[src/rtl/serv_seqctl.sv]
// serv_seqctl: instruction sequencer and beat counter for a W-bit-per-cycle serial core.
// Latency: rf read request one cycle after ibus ack; a pass is XLEN/W beats, plus stall cycles.
// Backpressure: i_stall freezes the beat counter in INIT/RUN; WAIT holds until the bus/MDU/shifter completes.
//
// Ports:
//   i_clk, i_rst_n                   clock, asynchronous active-low reset (release synchronous to i_clk)
//   i_ibus_ack / o_ibus_cyc          instruction fetch handshake
//   i_dbus_en, i_mem_misalign,
//   o_dbus_cyc, i_dbus_ack           data bus handshake
//   decode/status inputs             branch, shift, MDU, ecall/irq, two-stage flags
//   o_rf_rreq, o_rf_wreq, i_rf_ready register-file requests (single-cycle pulses)
//   o_cnt, o_cnt0, o_cnt_en, o_cnt_done, o_mem_bytecnt   beat counter views
//   o_init, o_ctrl_pc_en, o_ctrl_jump, o_ctrl_trap, o_trap_cause   datapath control
module serv_seqctl #(
    parameter int W        = 1,
    parameter int XLEN     = 32,
    parameter int WITH_CSR = 1,
    parameter int ALIGN    = 0,
    parameter int MDU      = 0
) (
    input  logic                        i_clk,
    input  logic                        i_rst_n,
    input  logic                        i_ibus_ack,
    output logic                        o_ibus_cyc,
    input  logic                        i_dbus_en,
    input  logic                        i_mem_misalign,
    output logic                        o_dbus_cyc,
    input  logic                        i_dbus_ack,
    input  logic                        i_two_stage_op,
    input  logic                        i_branch_op,
    input  logic                        i_cond_branch,
    input  logic                        i_bne_or_bge,
    input  logic                        i_alu_cmp,
    input  logic                        i_ctrl_misalign,
    input  logic                        i_shift_op,
    input  logic                        i_sh_done,
    input  logic                        i_mdu_op,
    input  logic                        i_mdu_ready,
    output logic                        o_mdu_valid,
    input  logic                        i_e_op,
    input  logic                        i_new_irq,
    input  logic                        i_stall,
    output logic                        o_rf_rreq,
    output logic                        o_rf_wreq,
    input  logic                        i_rf_ready,
    output logic                        o_init,
    output logic                        o_cnt_en,
    output logic                        o_cnt_done,
    output logic                        o_ctrl_pc_en,
    output logic                        o_ctrl_jump,
    output logic                        o_ctrl_trap,
    output logic [$clog2(XLEN/W)-1:0]   o_cnt,
    output logic                        o_cnt0,
    output logic [$clog2(XLEN/8)-1:0]   o_mem_bytecnt,
    output logic [1:0]                  o_trap_cause
);

    localparam int N  = XLEN / W;
    localparam int CW = $clog2(N);
    localparam int LW = $clog2(W);
    localparam int AW = $clog2(XLEN);
    localparam int BW = $clog2(XLEN / 8);
    localparam bit HAS_CSR  = (WITH_CSR != 0);
    localparam bit HAS_MDU  = (MDU != 0);
    localparam bit NO_ALIGN = (ALIGN == 0);

    localparam logic [1:0] CAUSE_NONE  = 2'b00;
    localparam logic [1:0] CAUSE_ECALL = 2'b01;
    localparam logic [1:0] CAUSE_JMPMA = 2'b10;
    localparam logic [1:0] CAUSE_MEMMA = 2'b11;

    typedef enum logic [2:0] {
        S_FETCH,
        S_RFREQ,
        S_INIT,
        S_WAIT,
        S_RUN
    } state_t;

    state_t          state_q, state_d;
    logic [CW-1:0]   cnt_q;
    logic            force_run_q, force_run_d;   // RFREQ entered from WAIT: second pass is always RUN
    logic            jump_q, jump_d;
    logic [1:0]      cause_q, cause_d;
    logic            rreq_q, rreq_d;
    logic            wreq_q, wreq_d;

    logic counting, cnt_en, cnt_done, take_branch, trap_pend, other_op, wait_exit;

    assign counting    = (state_q == S_INIT) || (state_q == S_RUN);
    assign cnt_en      = counting && !i_stall;
    assign cnt_done    = cnt_en && (cnt_q == CW'(N - 1));
    assign take_branch = i_branch_op && (!i_cond_branch || (i_alu_cmp ^ i_bne_or_bge));
    assign trap_pend   = (cause_q != CAUSE_NONE);
    // Ops with no completion handshake leave WAIT on their first cycle there.
    assign other_op    = !i_dbus_en && !(HAS_MDU && i_mdu_op) && !i_shift_op;
    assign wait_exit   = trap_pend || i_dbus_ack || (HAS_MDU && i_mdu_ready)
                       || (i_shift_op && i_sh_done) || other_op;

    always_comb begin
        state_d      = state_q;
        force_run_d  = force_run_q;
        jump_d       = jump_q;
        cause_d      = cause_q;
        rreq_d       = 1'b0;
        wreq_d       = 1'b0;
        o_ibus_cyc   = 1'b0;
        o_init       = 1'b0;
        o_dbus_cyc   = 1'b0;
        o_mdu_valid  = 1'b0;
        o_ctrl_pc_en = 1'b0;
        o_ctrl_trap  = 1'b0;
        case (state_q)
            S_FETCH: begin
                o_ibus_cyc = 1'b1;
                if (i_ibus_ack) begin
                    rreq_d  = 1'b1;
                    state_d = S_RFREQ;
                end
            end
            S_RFREQ: begin
                if (i_rf_ready) begin
                    if (!force_run_q && i_two_stage_op && !i_new_irq) begin
                        state_d = S_INIT;
                    end else begin
                        state_d     = S_RUN;
                        force_run_d = 1'b0;
                        if (HAS_CSR && (i_e_op || i_new_irq) && !trap_pend)
                            cause_d = CAUSE_ECALL;
                    end
                end
            end
            S_INIT: begin
                o_init = 1'b1;
                if (cnt_done) begin
                    jump_d  = take_branch;
                    state_d = S_WAIT;
                    if (HAS_CSR) begin
                        if (i_dbus_en && i_mem_misalign)
                            cause_d = CAUSE_MEMMA;
                        else if (take_branch && i_ctrl_misalign && NO_ALIGN)
                            cause_d = CAUSE_JMPMA;
                    end
                end
            end
            S_WAIT: begin
                o_dbus_cyc  = i_dbus_en && !trap_pend;
                o_mdu_valid = HAS_MDU && i_mdu_op;
                if (wait_exit) begin
                    wreq_d      = 1'b1;
                    rreq_d      = trap_pend;   // trap handler needs the RF read port again
                    force_run_d = 1'b1;
                    state_d     = S_RFREQ;
                end
            end
            S_RUN: begin
                o_ctrl_pc_en = cnt_en;
                o_ctrl_trap  = HAS_CSR && (i_e_op || i_new_irq || trap_pend);
                if (cnt_done) begin
                    state_d = S_FETCH;
                    cause_d = CAUSE_NONE;
                    jump_d  = 1'b0;
                end
            end
            default: state_d = S_FETCH;
        endcase
    end

    always_ff @(posedge i_clk or negedge i_rst_n) begin
        if (!i_rst_n) begin
            state_q     <= S_FETCH;
            cnt_q       <= '0;
            force_run_q <= 1'b0;
            jump_q      <= 1'b0;
            cause_q     <= CAUSE_NONE;
            rreq_q      <= 1'b0;
            wreq_q      <= 1'b0;
        end else begin
            state_q     <= state_d;
            force_run_q <= force_run_d;
            jump_q      <= jump_d;
            cause_q     <= cause_d;
            rreq_q      <= rreq_d;
            wreq_q      <= wreq_d;
            if (cnt_done)
                cnt_q <= '0;
            else if (cnt_en)
                cnt_q <= cnt_q + 1'b1;
        end
    end

    assign o_cnt_en      = cnt_en;
    assign o_cnt_done    = cnt_done;
    assign o_cnt         = cnt_q;
    assign o_cnt0        = cnt_en && (cnt_q == '0);
    assign o_rf_rreq     = rreq_q;
    assign o_rf_wreq     = wreq_q;
    assign o_ctrl_jump   = jump_q;
    assign o_trap_cause  = HAS_CSR ? cause_q : CAUSE_NONE;
    // Byte lane of the current beat: bit position cnt*W divided by 8.
    assign o_mem_bytecnt = BW'((AW'(cnt_q) << LW) >> 3);

endmodule

[config.mk]
export PLATFORM = sky130hd
export DESIGN_NAME = serv_seqctl
export DESIGN_NICKNAME = d
export VERILOG_FILES = /design/src/rtl/serv_seqctl.sv
export SDC_FILE = /design/constraint.sdc
export NUM_CORES = 1
export LEC_CHECK = 0
export BUFFER_PORTS_ARGS = -buffer_cell sky130_fd_sc_hd__buf_4
export CAP_MARGIN = 20
export CORE_MARGIN = 8
export CORE_UTILIZATION = 30
export CTS_BUF_LIST = sky130_fd_sc_hd__clkbuf_8
export DETAILED_ROUTE_END_ITERATION = 12
export MAX_ROUTING_LAYER = met4
export SLEW_MARGIN = 30
export SYNTH_ARGS = -nofsm -noshare
export SYNTH_HDL_FRONTEND = slang
export SYNTH_SLANG_ARGS = --single-unit
[constraint.sdc]
create_clock -name i_clk -period 4.27 [get_ports i_clk]
set_input_delay 0.854 -clock i_clk [delete_from_list [all_inputs] [get_ports i_clk]]
set_output_delay 0.854 -clock i_clk [all_outputs]
set_load 0.02 [all_outputs]
==> impl_metrics.toml, run 1 <==
[placement]
dpl_cell_area_um2 = 1132
dp.final_hpwl_um = 1913
io_buffers = 37
place_congestion = 0.8106
dp_slack_ps = 1510
dp.cells = 163

[timing]
final_period_demand_of_the_worst_path_ps = 2828
max_freq_ghz = 0.3536
finalHoldViolations = 0
rsz0062_at_grt = "false"
tns_ps = 0
timing.final.setup_violations = 0
drv_slew = 0
setup_slack_ps = 1442
worst_clock_skew_ps = 0.6882
ratio_of_final_minimum_period_to_clock_period = 0.6624

[layout]
antennaDiodeCount = 0
finalCoreUtilization = 0.4293
finalInstanceArea_um2 = 1174
nets = 160
syn2layout_area_growth_pct = 36.93
post_layout_nonfiller_instances = 166
drive_gt1_frac = 0.3185

[route]
starting_drt_drc_count = 40
route.detailed.drc = 0
drt-total-wl_um = 2351
post_drt_wl_per_cell_um = 14.16
num_vias = 803
per_cell_via_count_in_the_routed_design = 4.837
drtPass1Iterations = 4
final_antenna_net_count = 0

[global_routing]
globalRouteOverflowTotal = 0
grt_util_met3 = 0.04006
number_of_antenna_violations_at_the_first_check_in_global_routing = 0
first_global_vias = 881
grt_use_met2 = 0.1506
global_route.usage.met1 = 0.1207
grt_pass1_wl_um = 3995
pin_count_of_the_biggest_net_entering_global_routing = 15
busiest_layer = "met2"
grt.total_usage = 0.1002

[clock_tree]
cts_root_buf = "clkbuf_8"
clock_latency_ps = 240
cts_hold_buffers = 0
cts_buffers = 3
clock_sink_total = 14
cts_max_level = 1
cts_setup_buffers = 0
max-clock-path-buffers = 2
post_cts_resized = 0
tritoncts = "yes"
cts.reportedPaths.clkPinSlew_ps = 50

[setup_path]
timing.critical_path.slowest_cell_delay_ps = 440
cp-end-kind = "primary output"
worst-path-buf-inv = 2
crit_family = "simple AND/OR/NAND/NOR gates"
crit-reg2reg-capture = "o_trap_cause[0]$_DFFE_PN0P_"
cp_cell_sequence = "ha_1, and3_1, ha_1, inv_1, nor4_2, buf_4"
critPathKind = "flop to primary output"
cp.arrival_ps = 1970
timing.critical_path.from_type = "flop"
crit-reg2reg-launch = "o_cnt[0]$_DFFE_PN0P_"
worst-endpoint-required_ps = 3420
ff2ff_setup_slack_ps = 2320
reg2reg_depth = 7
biggest_fanout_along_the_worst_timing_path = 6
critPathMostFrequentCell = "ha_1"
critical-path-slowest-cell = "nor4_2"

[logic_synthesis]
synth-warning-count = 0
netlist_area_pre_place_um2 = 857.1
number_of_distinct_library_cell_variants_in_the_gate_level_netlist_after_synthesis = 38
mappedNetlistNets = 125
post-synth-top-area-cell = "dfrtp_1"
synth-seq-cells = 14
synth.yosys.seq_area_share = 0.4088
synthDominantCellAreaShare = 0.4088
syn_avg_cell_area_um2 = 8.403
synth_top_cells_by_area = "dfrtp_1 41%, nand2_1 5.7%, nor2_1 5.3%, ha_1 4.4%, inv_1 3.9%"
number_of_standard_cells_after_synthesis = 102

[floorplan]
ios = 41
rows = 19
floorplan.initialDensity = 0.3135
x_dimension_of_the_die_um = 69.45
die_area_um2 = 4823
core_area_um2 = 2734
dieHeight_um = 69.45

[power]
vdd_ir_drop_max_v = 0.0002658
power_per_cell_area_nw_per_um2 = 591.9
leakage_nw = 0.5820

[run]
maxCapViolCount = 0

[worst_hold_path]
timing.hold.worst.class = "primary input to async pin"

[status]
status = "complete, no violations"
-- flip-flops by register name, indices dropped and copies added, names as in the netlist --
register / flops
state_q: 3
o_rf_wreq: 1
o_trap_cause: 2
force_run_q: 1
o_cnt: 5
o_ctrl_jump: 1
o_rf_rreq: 1
-- placed cells by master (no fill, tap or decap), drive strengths merged, types with 3 or more instances in the layout --
master,netlist,routed
nand3,3,3
nor3b,3,3
inv,10,10
buf,6,37
nor2,12,12
o21ai,7,7
ha,3,3
clkbuf,1,3
a21oi,3,3
dfrtp,14,14
nand2,13,13
-- metrics by stage --
step	hold slack, ps	power (mW)
6_report	459.2	0.6947
5_1_grt	463.4	0.7520
4_1_cts	459.7	0.7049
3_5_place_dp	510.2	0.5974
3_3_place_gp	497.9	0.5899
2_1_floorplan	496.8	0.4649
-- where the power goes --
group / switching [mW] / internal, mW
clock: 0.0412 / 0.0622
sequential: 0.0671 / 0.181
combinational: 0.190 / 0.152
-- logic make-up (layout without fill, tap and decap cells) --
logic type | after synthesis | after routing | share of synthesized area
other | 1 | 1 | 0.004375
adder cells (fa/ha/maj) | 3 | 3 | 0.04380
AO/OA/AOI/OAI | 22 | 22 | 0.1840
XOR/XNOR | 2 | 2 | 0.02044
AND/OR/NAND/NOR | 43 | 43 | 0.2467
flip-flops | 14 | 14 | 0.4088
buffers and inverters | 17 | 50 | 0.09195
-- synth_stat cells, drive strengths merged --
| cell | count |
|---|---|
| nand3b | 1 |
| nor3b | 3 |
| xnor2 | 2 |
| nor3 | 2 |
| o2bb2ai | 1 |
| buf | 6 |
| a2111oi | 1 |
| a32o | 1 |
| o31ai | 1 |
| o22ai | 1 |
| or3 | 1 |
| ha | 3 |
| o21bai | 1 |
| a31oi | 1 |
| o21ai | 7 |
| a311oi | 1 |
| inv | 10 |
| o311a | 1 |
| o32a | 1 |
| nand3 | 3 |
| dfrtp | 14 |
| nand2 | 13 |
| a21oi | 3 |
| clkbuf | 1 |
| nor4 | 2 |
| conb | 1 |
| nand4 | 1 |
| nand2b | 1 |
| nor2 | 12 |
| and3 | 2 |
| or2 | 1 |
| a22o | 1 |
| a2bb2oi | 1 |
| and2 | 1 |
-- metal layers --
metal  vias to the layer above  part of all wire
met1                       357              0.47
li1                        416                 -
met2                        30              0.45
met5                         -                 0
met3                         0             0.081
met4                         0                 0
-- worst max path at each step --
stage	depth (start not counted)	slack (ps)	from	endpoint
global route	6	1260	o_cnt[1]$_DFFE_PN0P_	o_cnt_done
floorplan	5	1690	o_cnt[1]$_DFFE_PN0P_	o_cnt_done
CTS	6	1440	o_cnt[1]$_DFFE_PN0P_	o_cnt_done
global placement	5	1510	i_stall	o_cnt0
finish	6	1440	o_cnt[0]$_DFFE_PN0P_	o_cnt_done
detailed placement	5	1510	i_stall	o_cnt0
-- area by class of cell --
cell class	count	area, um^2
tap	31	38.79
timing repair buffer	37	277.8
fill	295	1560
clock buffer	3	41.29
inverter	10	37.54
sequential	14	350.3
multi-input combinational	71	427.9
-- worst reg2reg max path, delay by kind of cell, from the launching register on --
kind                     cells  cell delay (ps)
buffers and inverters        1              120
adder cells (fa/ha/maj)      2              370
AO/OA/AOI/OAI                2              340
AND/OR/NAND/NOR              2              600
flip-flops                   1              400
(Power assumes the default switching activity.)
==> run 2, diff against run 1 <==
ABC_AREA = 1   (was unset)
clock period = 2.85 ns   (was 4.27 ns; I/O delays follow)
==> run 2 against run 1 <==
Register-to-register slack worse by 1300 ps. Power rose by 74%. Combinational power up 94%. Critical path type unchanged. Largest power group unchanged.
==> impl_metrics.toml, run 2 <==
[layout]
drive_gt1_frac = 0.3091
syn2layout_area_growth_pct = 38.39
final_cell_mix = "37 x buf_4, 28 x nand2_1, 20 x inv_1"
antennaDiodeCount = 0
final_common_cell = "buf_4"
nFillCells = 310
largest_reg_flops = 5
nets = 189

[status]
status = "complete, no violations"

[timing]
ratio_of_final_minimum_period_to_clock_period = 0.7952
final_period_demand_of_the_worst_path_ps = 2266
worst_clock_skew_ps = 0.6616
rsz0062_at_grt = "false"
max_freq_ghz = 0.4413
drv_slew = 0
timing.final.setup_violations = 0
finalHoldViolations = 0
tns_ps = 0

[route]
per_cell_via_count_in_the_routed_design = 4.626
drt-total-wl_um = 2463
drtPass1Iterations = 6
route.detailed.drc = 0
num_vias = 916
starting_drt_drc_count = 10
post_drt_wl_per_cell_um = 12.44
final_antenna_net_count = 0

[power]
power_per_cell_area_nw_per_um2 = 954.6
leakage_nw = 0.7313
vdd_ir_drop_max_v = 0.0002861
report.power.total_mw = 1.210

[clock_tree]
max-clock-path-buffers = 2
cts_max_level = 1
cts_hold_buffers = 0
clock_sink_total = 14
tritoncts = "yes"
post_cts_resized = 0
cts.reportedPaths.clkPinSlew_ps = 60
cts_root_buf = "clkbuf_8"
cts_buffers = 3
clock_latency_ps = 240
cts_setup_buffers = 0

[floorplan]
ios = 41
core_area_um2 = 2978
floorplan.initialDensity = 0.3076
rows = 20
x_dimension_of_the_die_um = 71.26
die_area_um2 = 5077
dieHeight_um = 71.26

[global_routing]
pin_count_of_the_biggest_net_entering_global_routing = 15
number_of_antenna_violations_at_the_first_check_in_global_routing = 0
globalRouteOverflowTotal = 0
first_global_vias = 962
grt_pass1_wl_um = 4222
grt.total_usage = 0.1047

[logic_synthesis]
number_of_standard_cells_after_synthesis = 127
synth-warning-count = 0
synth-seq-cells = 14
synth_ff_type = "dfrtp_1"
synth_top_cells_by_area = "dfrtp_1 38%, nand2_1 11%, inv_1 8.2%, nand3_1 7.1%, nor2_1 5.3%"
synth.yosys.seq_area_share = 0.3825
ys_top_cells_by_count = "28 x nand2_1, 20 x inv_1, 14 x dfrtp_1"
synth_edf_count = 0
syn_avg_cell_area_um2 = 7.212
synthMostInstantiatedCell = "nand2_1"
netlist_area_pre_place_um2 = 915.9
synthDominantCellAreaShare = 0.3825
number_of_distinct_library_cell_variants_in_the_gate_level_netlist_after_synthesis = 23
mappedNetlistNets = 150
asyncSetResetFlopFracSynth = 1.000
post-synth-top-area-cell = "dfrtp_1"

[setup_path]
timing.critical_path.from_type = "flop"
critPathKind = "flop to primary output"
ff2ff_setup_slack_ps = 1060
timing.critical_path.slowest_cell_delay_ps = 400
critical-path-slowest-cell = "dfrtp_1"
cp-end-kind = "primary output"
crit-reg2reg-capture = "state_q[1]$_DFFE_PN0P_"
biggest_fanout_along_the_worst_timing_path = 7
reg2reg_depth = 9
worst-endpoint-required_ps = 2280
cp.arrival_ps = 1700
crit-reg2reg-launch = "o_cnt[1]$_DFFE_PN0P_"
cp_cell_sequence = "ha_1, inv_1, nor3_1, ha_1, inv_1, nor2_4, buf_4"

[placement]
place_congestion = 0.8448
io_buffers = 37
dp.final_hpwl_um = 2081

[worst_hold_path]
timing.hold.worst.class = "primary input to async pin"

[run]
maxCapViolCount = 0
-- run 2: cell count changes after synthesis, sizes merged, moves of 2 or more --
cell / previous run / this run
nand2: 13 / 30
nor3: 2 / 4
nand4: 1 / 3
nor2: 12 / 14
o21ai: 7 / 10
xnor2: 2 / 0
and3: 2 / 0
inv: 10 / 23
buf: 6 / 3
nor3b: 3 / 1
nand3: 3 / 15
nor4: 2 / 0
-- run 2: how the worst max path moves through the flow --
stage                               startpoint         end  slack, ps
final                     o_cnt[1]$_DFFE_PN0P_  o_cnt_done        580
after CTS                 o_cnt[1]$_DFFE_PN0P_  o_cnt_done        550
after global routing      o_cnt[1]$_DFFE_PN0P_  o_cnt_done        430
after global placement    o_cnt[1]$_DFFE_PN0P_  o_cnt_done        880
after detailed placement  o_cnt[1]$_DFFE_PN0P_  o_cnt_done        810
after floorplan           o_cnt[1]$_DFFE_PN0P_  o_cnt_done        960
-- run 2: cells by family (layout without fill, tap and decap cells) --
family	after synthesis	in the layout	synth area share
AO/OA/AOI/OAI	15	15	0.09016
adder cells (fa/ha/maj)	3	3	0.04099
buffers and inverters	26	64	0.1216
flip-flops	14	14	0.3825
other	1	1	0.004094
AND/OR/NAND/NOR	68	68	0.3607
-- run 2: where the power goes --
part           total (mW)  internal (mW)  switching (mW)
Sequential          0.354          0.279          0.0754
Combinational       0.664          0.255           0.409
Clock               0.191          0.122          0.0690
-- run 2: metrics by stage --
stage                     hold WS, ps  cells    util  setup WS [ps]  instance area [um^2]
after floorplan                 274.4    127       -          960.6                 915.9
after global placement          430.2    194  0.4071          883.7                  1212
after detailed placement        436.6    194  0.4071          814.6                  1212
after CTS                       172.3    198  0.4256          549.2                  1267
after global routing            177.1    198  0.4256          428.6                  1267
final                           170.8    198  0.4256          583.7                  1267
-- run 2: cell type report --
class | count | area, um^2 | area share
clock buffer | 4 | 55.05 | 0.04344
tap | 33 | 41.29 | 0.03258
timing repair buffer | 37 | 277.8 | 0.2191
multi-input combinational | 87 | 454.2 | 0.3583
inverter | 23 | 88.84 | 0.07009
sequential | 14 | 350.3 | 0.2764
-- run 2: critical path, delay by kind of cell, from the launching register on --
| kind | cells | cell delay (ps) |
|---|---|---|
| flip-flops | 1 | 400 |
| AND/OR/NAND/NOR | 2 | 340 |
| buffers and inverters | 3 | 340 |
| adder cells (fa/ha/maj) | 2 | 370 |
-- run 2: per-layer routing --
| metal | up-vias | wire length, um | global-route usage |
|---|---|---|---|
| met1 | 409 | 1085 | 0.1211 |
| met3 | 2 | 174 | 0.03626 |
| li1 | 477 | - | - |
| met4 | 0 | 6 | 0.02771 |
| met2 | 28 | 1196 | 0.1684 |
| met5 | - | 0 | - |
